$ cat src/rtl/psum_collector_pkg.sv
// psum_collector_pkg: shared FSM state type and default widths
// for the partial-sum collector and its de-skew stage.
package psum_collector_pkg;

  localparam int DEF_DATA_WIDTH         = 20;
  localparam int DEF_A_TILE_ROW_SIZE    = 16;
  localparam int DEF_W_TILE_COLUMN_SIZE = 2;
  localparam int DEF_ACC_WIDTH          = 48;
  localparam int TILE_CNT_W             = 8;

  typedef enum logic [1:0] {
    ST_IDLE  = 2'd0,
    ST_ACCUM = 2'd1,
    ST_LAST  = 2'd2
  } psum_state_e;

endpackage

$ cat src/rtl/psum_deskew.sv
// psum_deskew: realigns a skewed PE-array output row.
// Ports: clk, rst (sync, high), in_valid/in_sum (column j
// arrives j cycles late), out_valid/out_sum (all aligned).
module psum_deskew #(
  parameter int width   = 40,
  parameter int columns = 2
) (
  input  logic                     clk,
  input  logic                     rst,
  input  logic                     in_valid,
  input  logic [width*columns-1:0] in_sum,
  output logic                     out_valid,
  output logic [width*columns-1:0] out_sum
);

  generate
    if (columns == 1) begin : g_vnone
      assign out_valid = in_valid;
    end else begin : g_vpipe
      logic [columns-2:0] vp;
      always_ff @(posedge clk) begin
        if (rst) begin
          vp <= '0;
        end else begin
          vp[0] <= in_valid;
          for (int k = 1; k < columns - 1; k++)
            vp[k] <= vp[k-1];
        end
      end
      assign out_valid = vp[columns-2];
    end

    // Column j waits columns-1-j cycles; the last column
    // arrives aligned and passes straight through.
    for (genvar j = 0; j < columns; j++) begin : g_col
      localparam int D = columns - 1 - j;
      if (D == 0) begin : g_pass
        assign out_sum[j*width +: width] =
          in_sum[j*width +: width];
      end else begin : g_dly
        logic [width-1:0] pipe [D];
        always_ff @(posedge clk) begin
          if (rst) begin
            for (int k = 0; k < D; k++)
              pipe[k] <= '0;
          end else begin
            pipe[0] <= in_sum[j*width +: width];
            for (int k = 1; k < D; k++)
              pipe[k] <= pipe[k-1];
          end
        end
        assign out_sum[j*width +: width] = pipe[D-1];
      end
    end
  endgenerate

endmodule

$ cat src/rtl/psum_collector.sv
// psum_collector: accumulates skewed PE partial sums over
// num_tiles passes and emits one finished row per valid row.
// Ports: clk, rst (sync, high), start, num_tiles, in_valid,
// in_sum -> busy, out_valid, out_data, done, err (sticky).
// Define PSUM_SAT_EN to saturate each output column to the
// signed 2*data_width range instead of wrapping.
module psum_collector
  import psum_collector_pkg::*;
#(
  parameter int data_width         = DEF_DATA_WIDTH,
  parameter int a_tile_row_size    = DEF_A_TILE_ROW_SIZE,
  parameter int w_tile_column_size = DEF_W_TILE_COLUMN_SIZE,
  parameter int acc_width          = DEF_ACC_WIDTH
) (
  input  logic                  clk,
  input  logic                  rst,
  input  logic                  start,
  input  logic [7:0]            num_tiles,
  input  logic                  in_valid,
  input  logic [2*data_width*w_tile_column_size-1:0] in_sum,
  output logic                  busy,
  output logic                  out_valid,
  output logic [2*data_width*w_tile_column_size-1:0] out_data,
  output logic                  done,
  output logic                  err
);

  localparam int PW = 2 * data_width;
  localparam int C  = w_tile_column_size;
  localparam int R  = a_tile_row_size;
  localparam int RW = (R > 1) ? $clog2(R) : 1;

  psum_state_e           state;
  logic                  idle;
  logic                  accept;
  logic                  dv;
  logic [PW*C-1:0]       ds;
  logic [RW-1:0]         row_cnt;
  logic [TILE_CNT_W-1:0] tile_cnt;
  logic [TILE_CNT_W-1:0] last_tile;
  logic                  row_end;
  logic                  out_last;
  logic [PW*C-1:0]       row_res;

  assign idle    = (state == ST_IDLE);
  assign busy    = !idle;
  assign accept  = start && idle;
  assign row_end = dv && (row_cnt == RW'(R - 1));

  // Rows offered while idle never enter the skew pipe.
  psum_deskew #(
    .width   (PW),
    .columns (C)
  ) u_deskew (
    .clk       (clk),
    .rst       (rst),
    .in_valid  (in_valid && !idle),
    .in_sum    (in_sum),
    .out_valid (dv),
    .out_sum   (ds)
  );

  generate
    for (genvar j = 0; j < C; j++) begin : g_col
      logic signed [acc_width-1:0] acc [R];
      logic signed [acc_width-1:0] sx;
      logic signed [acc_width-1:0] base;
      logic signed [acc_width-1:0] total;
      logic [PW-1:0]               res;

      assign sx    = acc_width'(signed'(ds[j*PW +: PW]));
      // Pass 0 starts from zero, so the same sum
      // both overwrites and accumulates.
      assign base  = (tile_cnt == '0) ? '0 : acc[row_cnt];
      assign total = base + sx;

      always_ff @(posedge clk) begin
        if (dv && state == ST_ACCUM)
          acc[row_cnt] <= total;
      end

`ifdef PSUM_SAT_EN
      logic [acc_width-PW:0] hi;
      assign hi = total[acc_width-1:PW-1];
      always_comb begin
        res = total[PW-1:0];
        if (!(&hi || ~|hi))
          res = total[acc_width-1]
              ? {1'b1, {(PW-1){1'b0}}}
              : {1'b0, {(PW-1){1'b1}}};
      end
`else
      assign res = total[PW-1:0];
`endif

      assign row_res[j*PW +: PW] = res;
    end
  endgenerate

  always_ff @(posedge clk) begin
    if (rst) begin
      state     <= ST_IDLE;
      row_cnt   <= '0;
      tile_cnt  <= '0;
      last_tile <= '0;
      out_valid <= 1'b0;
      out_last  <= 1'b0;
      out_data  <= '0;
      done      <= 1'b0;
      err       <= 1'b0;
    end else begin
      done      <= 1'b0;
      out_valid <= 1'b0;
      out_last  <= 1'b0;

      if (accept) begin
        err       <= 1'b0;
        row_cnt   <= '0;
        tile_cnt  <= '0;
        last_tile <= (num_tiles == 8'd0)
                   ? 8'd0 : num_tiles - 8'd1;
        state     <= (num_tiles > 8'd1)
                   ? ST_ACCUM : ST_LAST;
      end else if (in_valid && idle) begin
        err <= 1'b1;
      end

      if (dv && !idle) begin
        row_cnt <= row_end ? '0 : row_cnt + RW'(1);
        if (row_end)
          tile_cnt <= tile_cnt + 8'd1;
        if (state == ST_ACCUM && row_end &&
            tile_cnt + 8'd1 == last_tile)
          state <= ST_LAST;
        if (state == ST_LAST) begin
          out_valid <= 1'b1;
          out_data  <= row_res;
          out_last  <= row_end;
        end
      end

      // Final row left last cycle: finish the job.
      if (out_valid && out_last) begin
        state <= ST_IDLE;
        done  <= 1'b1;
      end
    end
  end

endmodule

$ cat config.mk
export PLATFORM = sky130hd
export DESIGN_NAME = psum_collector
export DESIGN_NICKNAME = d
export VERILOG_FILES = /design/src/rtl/psum_collector_pkg.sv /design/src/rtl/psum_deskew.sv /design/src/rtl/psum_collector.sv
export SDC_FILE = /design/constraint.sdc
export NUM_CORES = 1
export LEC_CHECK = 0
export BUFFER_PORTS_ARGS = -buffer_cell sky130_fd_sc_hd__buf_2
export CAP_MARGIN = 0
export CORE_MARGIN = 3
export CORE_UTILIZATION = 40
export DETAILED_ROUTE_END_ITERATION = 16
export GPL_TIMING_DRIVEN = 0
export HOLD_SLACK_MARGIN = 0.05
export MAX_ROUTING_LAYER = met4
export PLACE_DENSITY_LB_ADDON = 0.08
export SETUP_SLACK_MARGIN = 0.1
export SYNTH_ARGS = -nofsm -noshare
export SYNTH_HDL_FRONTEND = slang
export SYNTH_SLANG_ARGS = --single-unit
$ cat constraint.sdc
create_clock -name clk -period 5.64 [get_ports clk]
set_input_delay 0.564 -clock clk [delete_from_list [all_inputs] [get_ports clk]]
set_output_delay 0.564 -clock clk [all_outputs]
set_load 0.1 [all_outputs]
==> summary.txt, run 1 <==
Status
  • Status: finished clean

Timing
  • Setup repair after global routing missed its margin: true
  • Slew at the pin with the worst max-slew slack: around 1.5 ns
  • Final max-slew violation count: 0
  • F_max: 0.183 GHz
  • Tmin final: 5.48 ns
  • Final Cycle Share: a little over nine tenths
  • Slew margin rel.: 1.55%
  • Final setup violation count: 0
  • Clk_skew: 0.0307 ns
  • Final Hold Viols: 0

Worst setup path
  • Crit path launch type: register
  • R2R Path End: out_data[78]
  • Reg2Reg Setup Slack: 0.16 ns
  • CP endpoint: out_data[78]
  • Critical path data required time: around 6.3 ns
  • CP Capture Type: register
  • Crit-path max FO: 10
  • R2R cell count: 22
  • Type of the worst setup path: register to register
  • CP arrival: 6.14 ns

Floorplan
  • Die width: approximately 390 um
  • DIE HEIGHT: between 300 and 400 um
  • IO Pins: 176
  • Starting density of the core: 40.4%
  • Standard-cell row count: 139
  • CORE AREA: 144,000 um^2
  • DIE AREA: ~150,000 um^2

Hold path
  • Min-delay src: num_tiles[2]
  • Worst Hold Depth: 3
  • HP Class: input port to register

Routing
  • Final WL: around 170,000 um
  • Initial DRC Count: 3,264
  • DRC Markers: 0
  • ANT nets after route: 0
  • WL per Instance: 30.5 um
  • Total iterations of the first detailed-routing run: 6
  • Total number of vias: between 30k and 40k
  • DR vias/cell: 5.73

Layout
  • Util after Layout: 48.9%
  • Final Cell Area: 70,400 um^2
  • Fillers: roughly 12k
  • Final nets: 3,789
  • P&R area growth vs syn: 21.1%
  • Share of layout cells above drive strength 1: 31.2%

Synth
  • Mapped Avg Cell Area: 18.7 um^2
  • Cell area after synthesis: 58,200 um^2
  • Dominant synthesized flop cell: edfxtp_1
  • Cell with the most instances after synthesis: edfxtp_1
  • Async S/R FF share, synth: 0%
  • Synth Instances: around 3.1k
  • Multiplexer share of the synthesized area: 15.5%
  • Post-Syn Nets: around 3.3k
  • Post-synthesis xor/xnor area fraction: 1.43%
  • Synth Area in Simple Gates: between 4 and 5%
  • Flops & latches, synth: 1,431
  • Synth top area cells: edfxtp_1 66%, mux4_2 15%, dfxtp_1 5.2%, ha_1 1.9%, nor2b_1 1.4%
  • Synth warnings: 0
  • Cell taking the most area after synthesis: edfxtp_1
  • EDFF count, synth: ~1.3k
  • Largest family of logic cells by synthesized area: multiplexers
  • Synth Area in Compound Gates: 3.58%
  • Synth cell types: 72
  • Seq/Total Area, Yosys: 71.3%
  • Adder-Cell Fraction of Synth Area: 1.92%
  • Synth top area share: between 60% and 70%
  • Post-synth top cells: 1,280 x edfxtp_1, 398 x mux4_2, 201 x nand2_1, 151 x dfxtp_1, 144 x a21oi_1

Place
  • Placed Area: just over 60,000 um^2
  • Gpl congestion: 0.874
  • Port Buffers: approximately 170
  • Detailed Place HPWL: between 100,000 and 150,000 um

Pwr
  • Total leakage power: 23.1 nW
  • Cell Pwr Density: 313 nW/um^2
  • Worst vdd ir: 0.288 mV

GRT
  • Largest net degree at the start of global routing: 39
  • Global-route wire length before repair: 243,000 um
  • GRT Total Usage: a little under a quarter
  • Vias in the first global route: 33.0k
  • GRT overflow: 0
  • Initial antenna violation count: 2

Clocking
  • Clk buf depth: 3
  • H-tree levels: 4
  • Reg clk slew, reported paths: 0.06 ns
  • Clk root buf: clkbuf_16
  • CTS Buf Count: 154
  • Clock sink count: 1,431
  • Worst skew pair latency: 0.79 ns
  • CTS tree: done

Flow run
  • Max-cap viol count: 0
## routing by layer
layer,share of wire [%],up-vias,global-route usage (%)
met3,5.8,259,3.11
li1,-,13600,-
met4,2.8,0,6.45
met2,49,1202,37.3
met1,43,17300,32.1
met5,0,-,-
## worst max-delay path, stage by stage (launching register included)
cell      delay, ns
dfxtp_1        0.33
buf_6          0.13
buf_12         0.15
buf_6          0.15
buf_4          0.12
buf_6          0.16
buf_8          0.21
mux4_2         0.51
mux4_2         0.51
nor2b_1        0.17
ha_1           0.29
buf_2          0.17
a21o_1         0.19
a21oi_1        0.23
o211ai_1       0.14
a221oi_2       0.33
buf_4          0.18
a31oi_4        0.12
a221oi_4       0.42
buf_4          0.19
o21ai_4        0.09
nor4b_1        0.18
a311o_1        0.36
## sequential cells by signal, indices dropped and copies added (netlist names), 2 cells and up, named ones only
name and count:
state 2, u_deskew.g_col.g_dly.pipe 40, last_tile 8, row_cnt 4
g_col.acc 1280, out_data 80, tile_cnt 8
## report_power, final
| group | internal (W) | total, W | switching (W) | leakage, nW |
|---|---|---|---|---|
| Sequential | 0.0116 | 0.0116 | 0.0000175 | 12.8 |
| Combinational | 0.000239 | 0.000625 | 0.000386 | 7.86 |
| Clock | 0.00564 | 0.00986 | 0.00422 | 2.37 |
| Total | 0.0174 | 0.0221 | 0.00462 | 23.1 |
## metrics by stage
stage / cells / hold slack [ns] / TNS [ns] / setup WS [ns] / power [W]
CTS: 5585 / 0.0533 / 0 / 0.0586 / 0.0222
floorplan: 3115 / 0.424 / 0 / 0.185 / 0.0121
finish: 5642 / 0.118 / 0 / 0.164 / 0.0221
detailed placement: 5228 / 0.445 / -2090.35 / -2.81 / 0.0123
global route: 5641 / 0.111 / -0.0118 / -0.0118 / 0.0228
global placement: 5192 / 0.440 / -3307.98 / -4.98 / 0.0123
## layout by cell type, fill, tap and decap left out, types with 33 or more instances in the layout
cell type      instances
buf_2                189
buf_12                43
nor2b_1              127
clkbuf_1              90
a21o_1                33
a21oi_1              139
nand2_1              200
o21ai_0               37
dlygate4sd3_1         43
clkbuf_16            158
buf_4                 70
edfxtp_1            1280
ha_1                  69
nor2_1                95
dfxtp_1              151
mux4_2               398
## worst min path at each step
stage / to / slack [ns]
after floorplan: state[0] / 0.42
after global placement: state[0] / 0.44
after detailed placement: out_data[59] / 0.44
after CTS: last_tile[2] / 0.05
after global routing: last_tile[2] / 0.11
final: last_tile[2] / 0.12
## cells by family after synthesis
logic type / after synthesis
adder cells (fa/ha/maj): 88
flip-flops: 1431
XOR/XNOR: 95
AO/OA/AOI/OAI: 330
multiplexers: 405
buffers and inverters: 185
AND/OR/NAND/NOR: 581
## layout make-up
cell class,instances,area (um^2),area share (%)
diodes,1,2.50,0.00355
plain buffers,154,1250,1.78
clock inverters,77,758,1.08
repair buffers,341,3210,4.56
inverters,28,105,0.149
well taps,1903,2380,3.38
multi-input cells,1499,17100,24.2
clock buffers,208,4170,5.92
flip-flops and latches,1431,41500,58.9
## repair_timing
item,in CTS,in global routing
gates resized for setup,279,130
buffers inserted,30,55
pin swaps,23,29
hold buffers,43,0
setup endpoints to repair,1293,651
gates cloned,0,2
endpoints found under the hold margin,44,0
No activity file was read; power rests on OpenSTA's default activity.
==> inputs of run 2 (changes only) <==
--- a/config.mk
+++ b/config.mk
@@ -17,4 +17,5 @@
 export SETUP_SLACK_MARGIN = 0.1
 export SYNTH_ARGS = -nofsm -noshare
 export SYNTH_HDL_FRONTEND = slang
+export SYNTH_HIERARCHICAL = 1
 export SYNTH_SLANG_ARGS = --single-unit
==> summary.txt, run 2 <==
Layout
  • Final nets: 3,827 (+1.0%)
  • Final non-filler cell total: 5,682 (+0.71%)
  • Commonest non-fill, non-tap cell in the layout: edfxtp_1
  • Share of layout cells above drive strength 1: 30.2% (-1.0 points)
  • Most flop-heavy register: g_col.acc
  • P&R area growth vs syn: 20.8%
  • Max reg flops: 1,280 (unchanged)
  • Regs by FF count: g_col.acc: 1280 flops, out_data: 80 flops, u_deskew/g_col.g_dly.pipe: 40 flops
  • Most frequent cells in the layout: 1,280 x edfxtp_1, 397 x mux4_2, 173 x nand2_1
  • Final Cell Area: 70,900 um^2 (+0.77%)

Clocking
  • Reg clk slew, reported paths: 0.06 ns (about the same)
  • Clk buf depth: 3 (unchanged)
  • Clk root buf: clkbuf_16
  • H-tree levels: 4 (unchanged)
  • Clock sink count: 1,431 (unchanged)
  • CTS Buf Count: 155 (+0.65%)
  • CTS tree: done
  • Worst skew pair latency: 0.79 ns (about the same)

Synth
  • Cell taking the most area after synthesis: edfxtp_1
  • Post-synthesis xor/xnor area fraction: 1.37% (-0.058 points)
  • Flops & latches, synth: 1,431 (unchanged)
  • Cell area after synthesis: 58,700 um^2 (+0.96%)
  • Synth Instances: 3,195 (+2.6%)
  • Dominant synthesized flop cell: edfxtp_1
  • EDFF count, synth: 1,280 (unchanged)
  • Seq/Total Area, Yosys: 70.6% (-0.68 points)
  • Largest family of logic cells by synthesized area: multiplexers
  • Adder-Cell Fraction of Synth Area: 1.90% (-0.018 points)
  • Synth Area in Compound Gates: 4.11% (+0.53 points)
  • Post-synth top cells: 1,280 x edfxtp_1, 397 x mux4_2, 175 x nand2_1, 151 x dfxtp_1, 149 x a21oi_1
  • Mapped Avg Cell Area: 18.4 um^2 (-1.6%)
  • Synth Area in Simple Gates: 4.86% (-0.10 points)
  • Synth top area cells: edfxtp_1 65%, mux4_2 15%, dfxtp_1 5.1%, ha_1 1.8%, nor2b_1 1.3%
  • Synth warnings: 6 (+6)
  • Cell with the most instances after synthesis: edfxtp_1
  • Async S/R FF share, synth: 0% (unchanged)
  • Synth cell types: 73 (+1.4%)
  • Multiplexer share of the synthesized area: 15.3% (-0.22 points)
  • Synth top area share: 65.5% (-0.63 points)
  • Post-Syn Nets: 3,375 (+2.4%)

Routing
  • Initial DRC Count: 3,618 (+11%)
  • DRC Markers: 0 (unchanged)
  • WL per Instance: 31.9 um (+4.7%)
  • ANT nets after route: 0 (unchanged)
  • Total number of vias: 33.2k (+2.6%)
  • Total iterations of the first detailed-routing run: 8 (+2)
  • DR vias/cell: 5.84 (+1.9%)
  • Final WL: 181,000 um (+5.5%)

Timing
  • Final max-slew violation count: 11 (+11)
  • Slew margin rel.: -0.866% (-2.4 points)
  • Final hold slack: 0.104 ns (-0.0145 ns)
  • PnR worst setup slack: 0.155 ns (-0.00913 ns)
  • Setup repair after global routing missed its margin: true
  • Clk_skew: 0.0286 ns (-0.00203 ns)
  • Setup TNS Final: 0 ns (unchanged)
  • Final setup violation count: 0 (unchanged)
  • Slew at the pin with the worst max-slew slack: 1.51 ns (+0.0363 ns)
  • Tmin final: 5.49 ns (+0.00913 ns)
  • Final Hold Viols: 0 (unchanged)
  • Final Cycle Share: 97.3% (+0.16 points)
  • F_max: 0.182 GHz (-0.17%)

Place
  • Gpl congestion: 0.910 (+4.1%)
  • Detailed Place HPWL: 122,000 um (+13%)
  • Placed Area: 63,900 um^2 (+2.5%)
  • Port Buffers: 135 (-22%)
  • Worst slack, placed: -2.38 ns (+0.437 ns)
  • Placed cell count: 5,338 (+2.1%)

GRT
  • Vias in the first global route: 33.6k (+2.1%)
  • Largest net degree at the start of global routing: 33 (-15%)
  • Initial antenna violation count: 14 (+12)
  • GRT overflow: 0 (unchanged)
  • Global-route wire length before repair: 254,000 um (+4.7%)
  • GRT Total Usage: 24.7% (+1.3 points)

Worst setup path
  • Crit-path max FO: 16 (+6)
  • Type of the worst setup path: register to register
  • Critical path data required time: 6.16 ns (-0.14 ns)
  • CP arrival: 6.00 ns (-0.14 ns)
  • Crit path launch type: register
  • CP Capture Type: register
  • Reg2Reg Setup Slack: 0.15 ns (about the same)

Pwr
  • Flop pwr share: 51.9% (-0.6 points)
  • Net Sw Frac: 20.4% (-0.52 points)
  • Worst vdd ir: 0.243 mV (-16%)
  • Total leakage power: 23.4 nW (+1.4%)
  • Switching power total: 0.00456 W (-1.4%)
  • P_int: 0.0178 W (+1.8%)
  • Gate power share: 2.7% (about the same)
  • Clock Power Share: 45.3% (+0.6 points)
  • Cell Pwr Density: 315 nW/um^2 (+0.38%)

Flow run
  • Max-cap viol count: 1 (+1)

Hold path
  • HP Class: input port to register

Status
  • Failing checks: capacitance limit, slew limit
  • Status: complete, but fails checks

Floorplan
  • Starting density of the core: 40.6% (+0.19 points)
  • DIE AREA: 151,000 um^2 (+0.95%)
  • DIE HEIGHT: 389 um (+0.47%)
  • Standard-cell row count: 139 (unchanged)
  • CORE AREA: 145,000 um^2 (+0.48%)
  • Die width: 389 um (+0.47%)
  • IO Pins: 176 (unchanged)
-- run 2: final cells by class --
type / instances / area [um^2]
fillers: 11900 / 73800
flip-flops and latches: 1431 / 41500
multi-input cells: 1526 / 17200
clock buffers: 212 / 4300
repair buffers: 296 / 3350
well taps: 1903 / 2380
plain buffers: 196 / 1350
clock inverters: 75 / 753
inverters: 41 / 154
diodes: 2 / 5.00
-- run 2: path summary, 6_finish.rpt --
check                from                                 end  depth (start not counted)
max              register                 g_col[0].acc[3][36]                         18
min reg2reg  out_data[50]                        out_data[50]                          2
min             in_sum[1]  u_deskew/g_col[0].g_dly.pipe[0][1]                          2
max reg2reg      register                 g_col[0].acc[3][36]                         18
-- run 2: timing repair --
action | CTS | global route
setup buffers | 13 | 4
endpoints found under the setup margin | 1292 | 671
hold buffers | 37 | 0
resized for setup | 335 | 88
pin swaps | 10 | 7
hold endpoints to repair | 37 | 0
cloned | 1 | 0
-- run 2: worst max-delay path, stage by stage, from the launching register on --
cell and delay (ns):
dfxtp_1 0.31, buf_2 0.20, buf_4 0.26, buf_6 0.28
clkbuf_4 0.39, mux4_2 0.35, mux4_2 0.49, nor2b_1 0.18
ha_1 0.34, clkbuf_1 0.30, and3_1 0.30, nand2_1 0.15
nor4_1 0.20, o211ai_1 0.18, o211ai_1 0.31, a21oi_2 0.28
o31ai_2 0.39, xor2_2 0.14, buf_12 0.17
-- run 2: power groups by stage --
| stage | registers [W] | clock network (W) | logic (W) |
|---|---|---|---|
| after detailed placement | 0.0118 | 0 | 0.000537 |
| after global routing | 0.0116 | 0.0107 | 0.000660 |
| final | 0.0116 | 0.0101 | 0.000613 |
| after global placement | 0.0118 | 0 | 0.000505 |
| after CTS | 0.0116 | 0.0103 | 0.000594 |
| after floorplan | 0.0118 | 0 | 0.000319 |
-- run 2: kinds of logic after synthesis --
logic type	count (synthesis)
AO/OA/AOI/OAI	377
buffers and inverters	239
XOR/XNOR	92
AND/OR/NAND/NOR	566
flip-flops	1431
adder cells (fa/ha/maj)	88
multiplexers	402
-- run 2: routing by layer --
| metal | global-route usage, % | vias up | routed length [um] |
|---|---|---|---|
| met5 | - | - | 0 |
| met2 | 39.1 | 1459 | 87200 |
| met4 | 6.03 | 0 | 4440 |
| met3 | 4.02 | 270 | 13700 |
| met1 | 33.8 | 17700 | 76000 |
| li1 | - | 13800 | - |
-- run 2: stage by stage --
step / power (W) / util, %
final: 0.0223 / 49.0
after CTS: 0.0225 / 48.7
after global routing: 0.0230 / 49.0
after global placement: 0.0123 / 42.7
after detailed placement: 0.0123 / 44.2
after floorplan: 0.0121 / -
